**src/rtl/multicycle_controller.sv**
```systemverilog
// Control unit for the multicycle Armv4 datapath: Moore FSM, instruction decoder,
// condition check and NZCV flag register. Control outputs are registered per state.
module multicycle_controller #(
   parameter logic [3:0] RESET_FLAGS = 4'b0000
) (
   input  logic        clock,
   input  logic        reset,
   input  logic [19:0] instruction,
   input  logic [3:0]  ALU_flags,
   output logic        pc_write,
   output logic        address_source,
   output logic        write_memory,
   output logic        ir_write,
   output logic        write_register,
   output logic [1:0]  result_source,
   output logic        ALU_source_a,
   output logic [1:0]  ALU_source_b,
   output logic [1:0]  ALU_control,
   output logic [1:0]  immediate_source,
   output logic [1:0]  register_source,
   output logic [3:0]  state
);

   typedef enum logic [3:0] {
      FETCH    = 4'd0,
      DECODE   = 4'd1,
      MEMADR   = 4'd2,
      MEMREAD  = 4'd3,
      MEMWB    = 4'd4,
      MEMWRITE = 4'd5,
      EXECR    = 4'd6,
      EXECI    = 4'd7,
      ALUWB    = 4'd8,
      BRANCH   = 4'd9
   } state_t;

   state_t      state_q, state_n;
   logic [3:0]  flags_q;
   logic        cond_q;
   logic [11:0] ctrl_q;

   logic [3:0] cond, rd, cmd;
   logic [1:0] op;
   logic [5:0] funct;
   logic [1:0] alu_dec;
   logic       dp_writes, flag_en, logic_op, cond_now, cond_next;

   assign cond  = instruction[19:16];
   assign op    = instruction[15:14];
   assign funct = instruction[13:8];
   assign rd    = instruction[3:0];
   assign cmd   = funct[4:1];

   function automatic logic cond_pass(input logic [3:0] cc, input logic [3:0] f);
      logic n, z, c, v;
      {n, z, c, v} = f;
      case (cc)
         4'h0: cond_pass = z;
         4'h1: cond_pass = !z;
         4'h2: cond_pass = c;
         4'h3: cond_pass = !c;
         4'h4: cond_pass = n;
         4'h5: cond_pass = !n;
         4'h6: cond_pass = v;
         4'h7: cond_pass = !v;
         4'h8: cond_pass = c & !z;
         4'h9: cond_pass = !c | z;
         4'hA: cond_pass = (n == v);
         4'hB: cond_pass = (n != v);
         4'hC: cond_pass = !z & (n == v);
         4'hD: cond_pass = z | (n != v);
         4'hE: cond_pass = 1'b1;
         default: cond_pass = 1'b0;
      endcase
   endfunction

   // Layout: {pc_write, address_source, write_memory, ir_write, write_register,
   //          result_source[1:0], ALU_source_a, ALU_source_b[1:0], ALU_control[1:0]}
   function automatic logic [11:0] ctrl_for(input state_t s, input logic c,
                                            input logic [1:0] alu, input logic dpw,
                                            input logic rd_pc);
      logic       pcw, adr, wm, irw, wr, sa;
      logic [1:0] rs, sb, ac;
      {pcw, adr, wm, irw, wr, sa} = '0;
      rs = 2'b00; sb = 2'b00; ac = 2'b00;
      case (s)
         FETCH:    begin irw = 1'b1; pcw = 1'b1; sa = 1'b1; sb = 2'b10; rs = 2'b10; end
         DECODE:   begin sa = 1'b1; sb = 2'b10; rs = 2'b10; end
         MEMADR:   sb = 2'b01;
         MEMREAD:  adr = 1'b1;
         MEMWRITE: begin adr = 1'b1; wm = c; end
         MEMWB:    begin rs = 2'b01; wr = c & !rd_pc; pcw = c & rd_pc; end
         EXECR:    ac = alu;
         EXECI:    begin sb = 2'b01; ac = alu; end
         ALUWB:    begin wr = c & dpw & !rd_pc; pcw = c & dpw & rd_pc; end
         BRANCH:   begin sb = 2'b01; rs = 2'b10; pcw = c; end
         default:  ;
      endcase
      ctrl_for = {pcw, adr, wm, irw, wr, rs, sa, sb, ac};
   endfunction

   always_comb begin
      alu_dec   = 2'b00;
      dp_writes = 1'b0;
      flag_en   = 1'b0;
      logic_op  = 1'b0;
      case (cmd)
         4'b0100: begin alu_dec = 2'b00; dp_writes = 1'b1; flag_en = funct[0]; end
         4'b0010: begin alu_dec = 2'b01; dp_writes = 1'b1; flag_en = funct[0]; end
         4'b0000: begin alu_dec = 2'b10; dp_writes = 1'b1; flag_en = funct[0]; logic_op = 1'b1; end
         4'b1100: begin alu_dec = 2'b11; dp_writes = 1'b1; flag_en = funct[0]; logic_op = 1'b1; end
         4'b1010: begin alu_dec = 2'b01; flag_en = 1'b1; end
         default: ;
      endcase
   end

   always_comb begin
      state_n = FETCH;
      case (state_q)
         FETCH:   state_n = DECODE;
         DECODE:  case (op)
                     2'b01:   state_n = MEMADR;
                     2'b00:   state_n = funct[5] ? EXECI : EXECR;
                     2'b10:   state_n = BRANCH;
                     default: state_n = FETCH;
                  endcase
         MEMADR:  state_n = funct[0] ? MEMREAD : MEMWRITE;
         MEMREAD: state_n = MEMWB;
         EXECR,
         EXECI:   state_n = ALUWB;
         default: state_n = FETCH;
      endcase
   end

   // The condition is latched leaving DECODE, so the first registered outputs
   // after DECODE must use the freshly evaluated result rather than cond_q.
   assign cond_now  = cond_pass(cond, flags_q);
   assign cond_next = (state_q == DECODE) ? cond_now : cond_q;

   always_ff @(posedge clock) begin
      if (reset) begin
         state_q <= FETCH;
         flags_q <= RESET_FLAGS;
         cond_q  <= 1'b0;
         ctrl_q  <= ctrl_for(FETCH, 1'b0, 2'b00, 1'b0, 1'b0);
      end else begin
         state_q <= state_n;
         ctrl_q  <= ctrl_for(state_n, cond_next, alu_dec, dp_writes, rd == 4'hF);
         if (state_q == DECODE)
            cond_q <= cond_now;
         if ((state_q == EXECR || state_q == EXECI) && cond_q && flag_en) begin
            if (logic_op) flags_q[3:2] <= ALU_flags[3:2];
            else          flags_q      <= ALU_flags;
         end
      end
   end

   assign pc_write         = ctrl_q[11] & !reset;
   assign address_source   = ctrl_q[10];
   assign write_memory     = ctrl_q[9] & !reset;
   assign ir_write         = ctrl_q[8] & !reset;
   assign write_register   = ctrl_q[7] & !reset;
   assign result_source    = ctrl_q[6:5];
   assign ALU_source_a     = ctrl_q[4];
   assign ALU_source_b     = ctrl_q[3:2];
   assign ALU_control      = ctrl_q[1:0];
   assign immediate_source = (op == 2'b11) ? 2'b00 : op;
   assign register_source  = {(op == 2'b01) & !funct[0], op == 2'b10};
   assign state            = state_q;

endmodule
```
**config.mk**
```make
export PLATFORM = sky130hd
export DESIGN_NAME = multicycle_controller
export DESIGN_NICKNAME = d
export VERILOG_FILES = /design/src/rtl/multicycle_controller.sv
export SDC_FILE = /design/constraint.sdc
export NUM_CORES = 1
export LEC_CHECK = 0
export ABC_CLOCK_PERIOD_IN_PS = 3000
export BUFFER_PORTS_ARGS = -buffer_cell sky130_fd_sc_hd__buf_2
export CAP_MARGIN = 20
export CORE_MARGIN = 10
export CORE_UTILIZATION = 30
export DETAILED_ROUTE_END_ITERATION = 10
export PLACE_DENSITY = 0.5
export SLEW_MARGIN = 40
export SYNTH_ARGS = -nofsm -noshare
export SYNTH_HDL_FRONTEND = slang
export SYNTH_SLANG_ARGS = --single-unit
```
**constraint.sdc**
```tcl
create_clock -name clock -period 3 [get_ports clock]
set_clock_uncertainty 0.15 [all_clocks]
set_input_delay 0 -clock clock [delete_from_list [all_inputs] [get_ports clock]]
set_output_delay 0 -clock clock [all_outputs]
set_load 0.005 [all_outputs]
```
# Word-level counts from Yosys, hierarchy flattened
# Index checks and enable logic that the tools add are counted.
dict set report totals {
  ff_bits 21
  wordCells 107
}
dict set report op_classes {
  n_eq_ne 38
  n_mux 18
  n_bitwise 17
  n_reduce_logical 27
}
# operator n
set op_table {}
lappend op_table {{4-bit equality test, second input constant} 12}
lappend op_table {{4-bit by 3-bit equality test with 1-bit output, second input constant} 11}
lappend op_table {{4-bit by 2-bit equality test with 1-bit output, second input constant} 7}
lappend op_table {{4-bit one-hot mux with 5 select lines} 1}
lappend op_table {{4-bit logical NOT} 4}
lappend op_table {{2-bit OR reduction} 8}
lappend op_table {{1-bit one-hot mux with 15 select lines} 1}
lappend op_table {{1-bit bitwise AND} 12}
lappend op_table {{4-bit by 1-bit equality test with 1-bit output, second input constant} 3}
lappend op_table {{4-bit one-hot mux with 3 select lines} 1}
lappend op_table {{2-bit one-hot mux with 2 select lines} 2}
lappend op_table {{1-bit logical NOT} 7}
lappend op_table {{1-bit 2-to-1 mux} 7}
lappend op_table {{2-bit one-hot mux with 3 select lines} 1}
lappend op_table {{3-bit OR reduction} 2}
lappend op_table {{2-bit equality test, second input constant} 2}
lappend op_table {{1-bit one-hot mux with 2 select lines} 2}
lappend op_table {{1-bit one-hot mux with 4 select lines} 1}
lappend op_table {{4-bit OR reduction} 1}
lappend op_table {{3-bit 2-to-1 mux} 1}
lappend op_table {{1-bit NOT} 3}
lappend op_table {{2-bit by 1-bit equality test with 1-bit output, second input constant} 1}
lappend op_table {{1-bit logical AND} 2}
lappend op_table {{2-bit logical NOT} 1}
lappend op_table {{other kinds (6)} 7}

# Depth between registers and ports, before layout
# Gate-level depths: netlist of the first run.
dict set report depth {
  depth_word 7
  depth_mapped 7
  depth_no_buf 6
}

# Worst setup path after synthesis of the first run
# OpenSTA, ideal clock, no wires.
dict set report synth_timing {
  path_type {reg2reg}
  start {reg state_q[1], in the netlist state[1]}
  end {reg ctrl_q[11]}
  setup_time_ns 0.125
  t_arrival_ns 1.566
  slack_ns 1.159
  stages_incl_launch_ff 8
  n_path_buf 1
  synth_period_minus_slack_ns 1.841
  path_cell_list {dfxtp_1 clkbuf_2 nor4b_4 a22oi_2 o21ai_0 o21bai_1 a32oi_1 o31ai_1}
}
dict set report synth_via {
  elab_chain_len 5
}
# element line
set synth_lines {}
lappend synth_lines {{from (decl)} 37} ;# state_t state_q, state_n;
lappend synth_lines {{from (signal assigned)} 147} ;# state_q <= state_n;
lappend synth_lines {{4-bit by 3-bit equality test with 1-bit output / 4-bit by 1-bit equality test with 1-bit output (equally long branches)} {119, 138}}
lappend synth_lines {{2-bit OR reduction / 1-bit 2-to-1 mux (equally long branches)} --}
lappend synth_lines {{4-bit one-hot mux with 5 select lines / 1-bit bitwise AND (equally long branches)} {119, 95}}
lappend synth_lines {{4-bit equality test, or another cell as far along} 86} ;# case (s)
lappend synth_lines {{1-bit one-hot mux with 4 select lines *} 86}
lappend synth_lines {{to (signal assigned)} 145} ;# ctrl_q <= ctrl_for(FETCH, 1'b0, 2'b00, 1'b0, 1'b0);
lappend synth_lines {{to (signal assigned)} 148} ;# ctrl_q <= ctrl_for(state_n, cond_next, alu_dec, dp_writes, rd == 4'hF);
lappend synth_lines {{to (decl)} 40} ;# logic [11:0] ctrl_q;
# Mark *: on every way between the ends. The rest lies on a longest branch, timed or not.
# A chain may end at the register's enable or synchronous reset.

# Final worst setup path of the first run
dict set report layout_timing {
  start {reg state_q[1], in the netlist state[1]}
  end {reg ctrl_q[0]}
}
dict set report layout_via {
  elab_chain_len 7
}
# element line
set layout_lines {}
lappend layout_lines {{4-bit by 3-bit equality test with 1-bit output} 119} ;# case (state_q)
lappend layout_lines {{2-bit OR reduction} 119}
lappend layout_lines {{4-bit one-hot mux with 5 select lines *} 119}
lappend layout_lines {{4-bit by 3-bit equality test with 1-bit output} 86}
lappend layout_lines {{2-bit OR reduction (no line) *} --}
lappend layout_lines {{1-bit NOT (no line) *} --}
lappend layout_lines {{2-bit OR reduction (no line) *} --}
# Marked as above.

==> results.toml, run 1 <==
[clocking]
post-cts-setup-buffer-count = 0
clk_latency_ns = 0.26
clkTransAtPathRegs_ns = 0.08
htree_levels = 1
clockBufferDepth = 2
cts.sinks = 21
numCtsBuffers = 3
cts_tree = "done"
cts-root-buf = "clkbuf_8"

[grt]
grt_pass1_vias = 1081
antenna_found_initial = 0
grt-ovfl-total = 0
grt_use_total_pct = 9.58
grt_max_degree = 18
grt_pass1_wl_um = 5150

[timing]
drv_slew = 0
clock.fmax_mhz = 443
setup_viol = 0
rsz0062_at_grt = "false"
timing.final.crit_period_ns = 2.25
relSlewSlack_pct = 67.5
period_share_pct = 75.2
setup_total_negative_slack_ns = 0
worst_pin_slew_ns = 0.485
finalHoldViolCount = 0
fin_ws_ns = 0.745

[detailed_routing]
drtPass1Iterations = 5
wirelength_um = 3160
ant_nets = 0
dr_total_vias = 1086
drtIter0Drc = 85
wire_per_inst_um = 13.9
viasPerCell = 4.76
route.detailed.drc = 0

[final_layout]
num_antenna_cells = 0
post_route_cells_drive_above_1_share_pct = 30.0
nNetsFinal = 207
syn2layout_area_growth_pct = 33.8

[min_path]
min_delay_path_depth = 5
min_to = "ctrl_q[2]"
worstHoldStart = "instruction[13]"
min_path_type = "in2reg"

[synth]
synth_area_leader_cell = "dfxtp_1"
yosys-top-cells-area = "dfxtp_1, nor2b_1, buf_4"
yosysTopAreaCellShare_pct = 35.9
synth_flop_cell = "dfxtp_1"
yosysSeqAreaShare_pct = 35.9
ys_types = 40
syn-cell-area_um2 = 1170
ys_warn_count = 0
synth-edff-count = 0
syn_inst = 130
synth_seq_cells = 21
synth-async-reset-ratio_pct = 0
synth_area_per_cell_um2 = 9.02
syn_nets = 156

[critical_path]
r2r_start = "state[1]"
worst-setup-path-type = "reg2reg"
path_delay_family = "simple AND/OR/NAND/NOR gates"
rr_worst_depth = 5
r2r_slack_ns = 0.75
cpPeakStageDelay_ns = 0.56
cp_cell_sequence = "nor4b_4 > a22oi_2 > nand2b_1 > nor3_1 > dlygate4sd3_1"
critical_path_buf_inv_count = 1
crit_slowest_cell = "dlygate4sd3_1"
required_ns = 3.05
cp.arrival_ns = 2.31
r2r-end = "ctrl_q[0]"
startpoint_type = "flop"
cp-startpoint = "state[1]"
worst-path-max-fanout = 10
worst_setup_path_end_kind = "flop"

[power]
leakage_nw = 0.712
power.total_uw = 626
ir_drop_v = 0.000137
power.density_cell_area_nw_per_um2 = 399

[floorplanning]
die_w_um = 82.5
start_util_pct = 31.5
num_rows = 22
core_area_um2 = 3720
dieArea_um2 = 6810
pin_count = 46
dieHeight_um = 82.5

[placed_design]
place_ws_ns = 0.918
io_buffers = 41
gp_congestion = 0.916
hpwl_um = 2420

[flow_run]
drv_cap = 0

[status]
status = "complete, no violations"
-- cell families after synthesis --
family          synth area share, %
simple gates                   31.4
compound gates                 14.8
xor+xnor                       3.74
buf+inv                        6.94
flops                          35.9
mux                            7.26
-- state kept, by name (all words and copies together), names as in the netlist --
signal / cells
cond_q: 1
ctrl_q: 12
state: 4
flags_q: 4
-- what timing repair did --
action,4_1_cts,5_1_grt
hold buffers,16,0
endpoints found under the hold margin,12,0
resized for setup,0,0
endpoints found under the setup margin,0,0
-- cell type report --
class                      count  area (um2)
multi-input combinational     96         671
timing repair buffer          57         365
fill                         391        2150
clock buffer                   4        45.0
sequential                    21         420
inverter                       2        7.51
tap                           48        60.1
-- Yosys cell counts (2+ instances only) --
cell type / number
nand4_1: 2
nor2b_1: 12
nor3_1: 7
o21ai_0: 5
a21oi_1: 2
buf_4: 8
a22oi_2: 2
mux2_2: 2
inv_1: 2
nand3_1: 2
nand2_1: 7
and3b_1: 2
nor3b_1: 4
dfxtp_1: 21
mux2i_1: 4
xnor2_1: 4
a31oi_1: 2
o21bai_1: 3
and2_2: 2
nand2b_1: 5
nor2_1: 13
-- tightest hold or removal path, delay by kind of cell --
kind | cells | cell delay (ns)
buffers and inverters | 1 | 0.07
and+or+nand+nor | 2 | 0.14
AOI/OAI and AO/OA | 2 | 0.16
-- stage by stage --
step | util [%] | hold slack, ns | area (um2) | cells
floorplan | - | -0.120 | 1170 | 130
global placement | 36.7 | 0.0502 | 1360 | 208
detailed placement | 36.7 | 0.0552 | 1360 | 208
CTS | 42.2 | 0.00929 | 1570 | 228
global route | 42.2 | 0.0241 | 1570 | 228
finish | 42.2 | 0.0117 | 1570 | 228
-- how the worst max path moves through the flow --
stage | depth (start not counted) | endpoint | slack (ns)
after CTS | 5 | ctrl_q[0] | 0.71
after detailed placement | 6 | ctrl_q[11] | 0.92
after global placement | 6 | ctrl_q[11] | 0.95
final | 5 | ctrl_q[0] | 0.75
after floorplan | 7 | ctrl_q[11] | 1.16
after global routing | 5 | ctrl_q[0] | 0.53
-- report_power, final --
part / total, mW / internal (mW) / switching (mW)
Clock: 0.188 / 0.0946 / 0.0937
Sequential: 0.307 / 0.294 / 0.0122
Combinational: 0.131 / 0.0680 / 0.0634
Total: 0.626 / 0.457 / 0.169
-- layout by cell type (no fill, tap or decap), types with 3 or more instances in the layout --
| cell | count |
|---|---|
| o21bai_1 | 3 |
| nand2_1 | 7 |
| dlygate4sd3_1 | 16 |
| nor2_1 | 13 |
| xnor2_1 | 4 |
| nor3_1 | 7 |
| nor3b_1 | 4 |
| mux2i_1 | 4 |
| clkbuf_8 | 3 |
| buf_2 | 41 |
| dfxtp_1 | 21 |
| nand2b_1 | 5 |
| nor2b_1 | 12 |
| o21ai_0 | 5 |
-- layer usage --
| layer | global-route usage [%] | vias up | wire, um |
|---|---|---|---|
| li1 | - | 551 | - |
| met1 | 11.2 | 498 | 1330 |
| met2 | 15.7 | 33 | 1530 |
| met3 | 2.48 | 4 | 242 |
| met4 | 5.02 | 0 | 53 |
| met5 | 0 | - | 0 |
Power figures use the tool's default switching activity.
==> inputs of run 2 (changes only) <==
--- a/config.mk
+++ b/config.mk
@@ -5,7 +5,7 @@
 export SDC_FILE = /design/constraint.sdc
 export NUM_CORES = 1
 export LEC_CHECK = 0
-export ABC_CLOCK_PERIOD_IN_PS = 3000
+export ABC_CLOCK_PERIOD_IN_PS = 2130
 export BUFFER_PORTS_ARGS = -buffer_cell sky130_fd_sc_hd__buf_2
 export CAP_MARGIN = 20
 export CORE_MARGIN = 10
==> constraint.sdc (replaced) <==
create_clock -name clock -period 2.13 [get_ports clock]
set_clock_uncertainty 0.15 [all_clocks]
set_input_delay 0 -clock clock [delete_from_list [all_inputs] [get_ports clock]]
set_output_delay 0 -clock clock [all_outputs]
set_load 0.005 [all_outputs]
==> run 2 against run 1 <==
Against the previous run:
- clock power is 38% higher
- routed wire length is 2.6% lower
- worst hold slack better by 0.025 ns
- flip-flop and latch count stayed put
- worst setup slack worse by 0.58 ns
- via count stayed put
- combinational power is 47% higher
- critical path type unchanged
- largest cell class unchanged
- largest power group unchanged
==> results.toml, run 2 (synthesized netlist as in run 1, its figures left out) <==
[grt]
grt_pass1_vias = 1069
grt-ovfl-total = 0
grt_max_degree = 18
antenna_found_initial = 0
grt_pass1_wl_um = 4960
grt_use_total_pct = 9.13

[clocking]
cts-root-buf = "clkbuf_8"
clk_latency_ns = 0.26
numCtsBuffers = 3
clkTransAtPathRegs_ns = 0.08
clockBufferDepth = 2
cts_tree = "done"
htree_levels = 1
cts.sinks = 21

[final_layout]
syn2layout_area_growth_pct = 33.5
fillCellCount = 378
largest_reg_flops = 12
post_route_cells_drive_above_1_share_pct = 31.7
num_antenna_cells = 0
layout_common_cells = "buf_2, dfxtp_1, dlygate4sd3_1"
final_common_cell = "buf_2"
nNetsFinal = 207
final_area_um2 = 1570
largest_register = "ctrl_q"

[timing]
worst_pin_slew_ns = 0.368
clock.fmax_mhz = 508
relSlewSlack_pct = 75.5
setup_total_negative_slack_ns = 0
period_share_pct = 92.5
fin_ws_ns = 0.161
timing.final.crit_period_ns = 1.97
drv_slew = 0
finalHoldViolCount = 0
setup_viol = 0
rsz0062_at_grt = "false"

[floorplanning]
pin_count = 46
core_area_um2 = 3720
dieHeight_um = 82.5
dieArea_um2 = 6810
num_rows = 22
start_util_pct = 31.5
die_w_um = 82.5

[detailed_routing]
drtIter0Drc = 43
wirelength_um = 3080
dr_total_vias = 1086
drtPass1Iterations = 4
wire_per_inst_um = 13.5
route.detailed.drc = 0
viasPerCell = 4.76
ant_nets = 0

[status]
status = "complete, no violations"

[placed_design]
hpwl_um = 2420
io_buffers = 41
gp_congestion = 0.853
place_ws_ns = 0.177
post_dp_cell_area_um2 = 1380

[critical_path]
worst-setup-path-type = "reg2reg"
cp_cell_sequence = "and4bb_1 > o31ai_2 > a31oi_1 > a311o_1 > a32oi_1 > o31ai_1"
crit_slowest_cell = "dfxtp_1"
required_ns = 2.13
r2r_start = "flags_q[0]"
cpPeakStageDelay_ns = 0.45
startpoint_type = "flop"
cp.arrival_ns = 1.96
worst_setup_path_end_kind = "flop"
worst-path-max-fanout = 7
cp-startpoint = "flags_q[0]"

[min_path]
worstHoldStart = "instruction[15]"
min_path_type = "in2reg"

[power]
leakage_nw = 0.700
power.total_uw = 885
ir_drop_v = 0.000232
power.density_cell_area_nw_per_um2 = 565

[flow_run]
drv_cap = 0
[run 2: cell count changes in the layout (fill, tap and decap cells not counted)]
cell / change
dfxtp_2: +1
dfxtp_1: -1
dlygate4sd3_1: -2
buf_4: +2
[run 2: layout make-up]
cell class	count	area (um2)	area share, %
Tap cell	48	60.1	3.84
Inverter	2	7.51	0.480
Sequential cell	21	422	26.9
Timing Repair Buffer	57	360	23.0
Multi-Input combinational cell	96	671	42.8
Clock buffer	4	45.0	2.88
[run 2: per-stage QoR]
step	cells	utilization, %	hold slack (ns)
after floorplan	130	-	-0.120
after global placement	210	37.1	0.0495
after detailed placement	210	37.1	0.0604
after CTS	228	42.1	0.0265
after global routing	228	42.1	0.0902
final	228	42.1	0.0367
[run 2: power breakdown]
part	internal [mW]	leakage [nW]	switching [mW]	total (mW)
Sequential	0.415	0.172	0.0174	0.432
Clock	0.133	0.0228	0.126	0.260
Combinational	0.103	0.506	0.0893	0.193
[run 2: repair_timing]
action	in CTS	in global routing
buffers inserted	0	0
setup endpoints to repair	0	1
hold buffers	14	0
endpoints found under the hold margin	12	0
resized for setup	0	1
[run 2: worst max-delay path, delay by kind of cell (launching register included)]
kind,cells,cell delay [ns]
compound gates,5,1.03
flops,1,0.45
simple gates,1,0.23
[run 2: final timing paths]
check                to  slack, ns  cells past startpoint
max reg2reg  ctrl_q[11]       0.16                      6
max          ctrl_q[11]       0.16                      6
min reg2reg  flags_q[1]       0.42                      2
min           ctrl_q[2]       0.04                      5
[run 2: layer usage]
layer  part of all wire [%]  wire (um)  track usage [%]  vias up
met5                      0          0                0        -
met1                     41       1270             10.5      498
met4                    1.5         45             4.01        0
met2                     49       1510             15.8       31
met3                    8.1        250             2.05        4
li1                       -          -                -      553
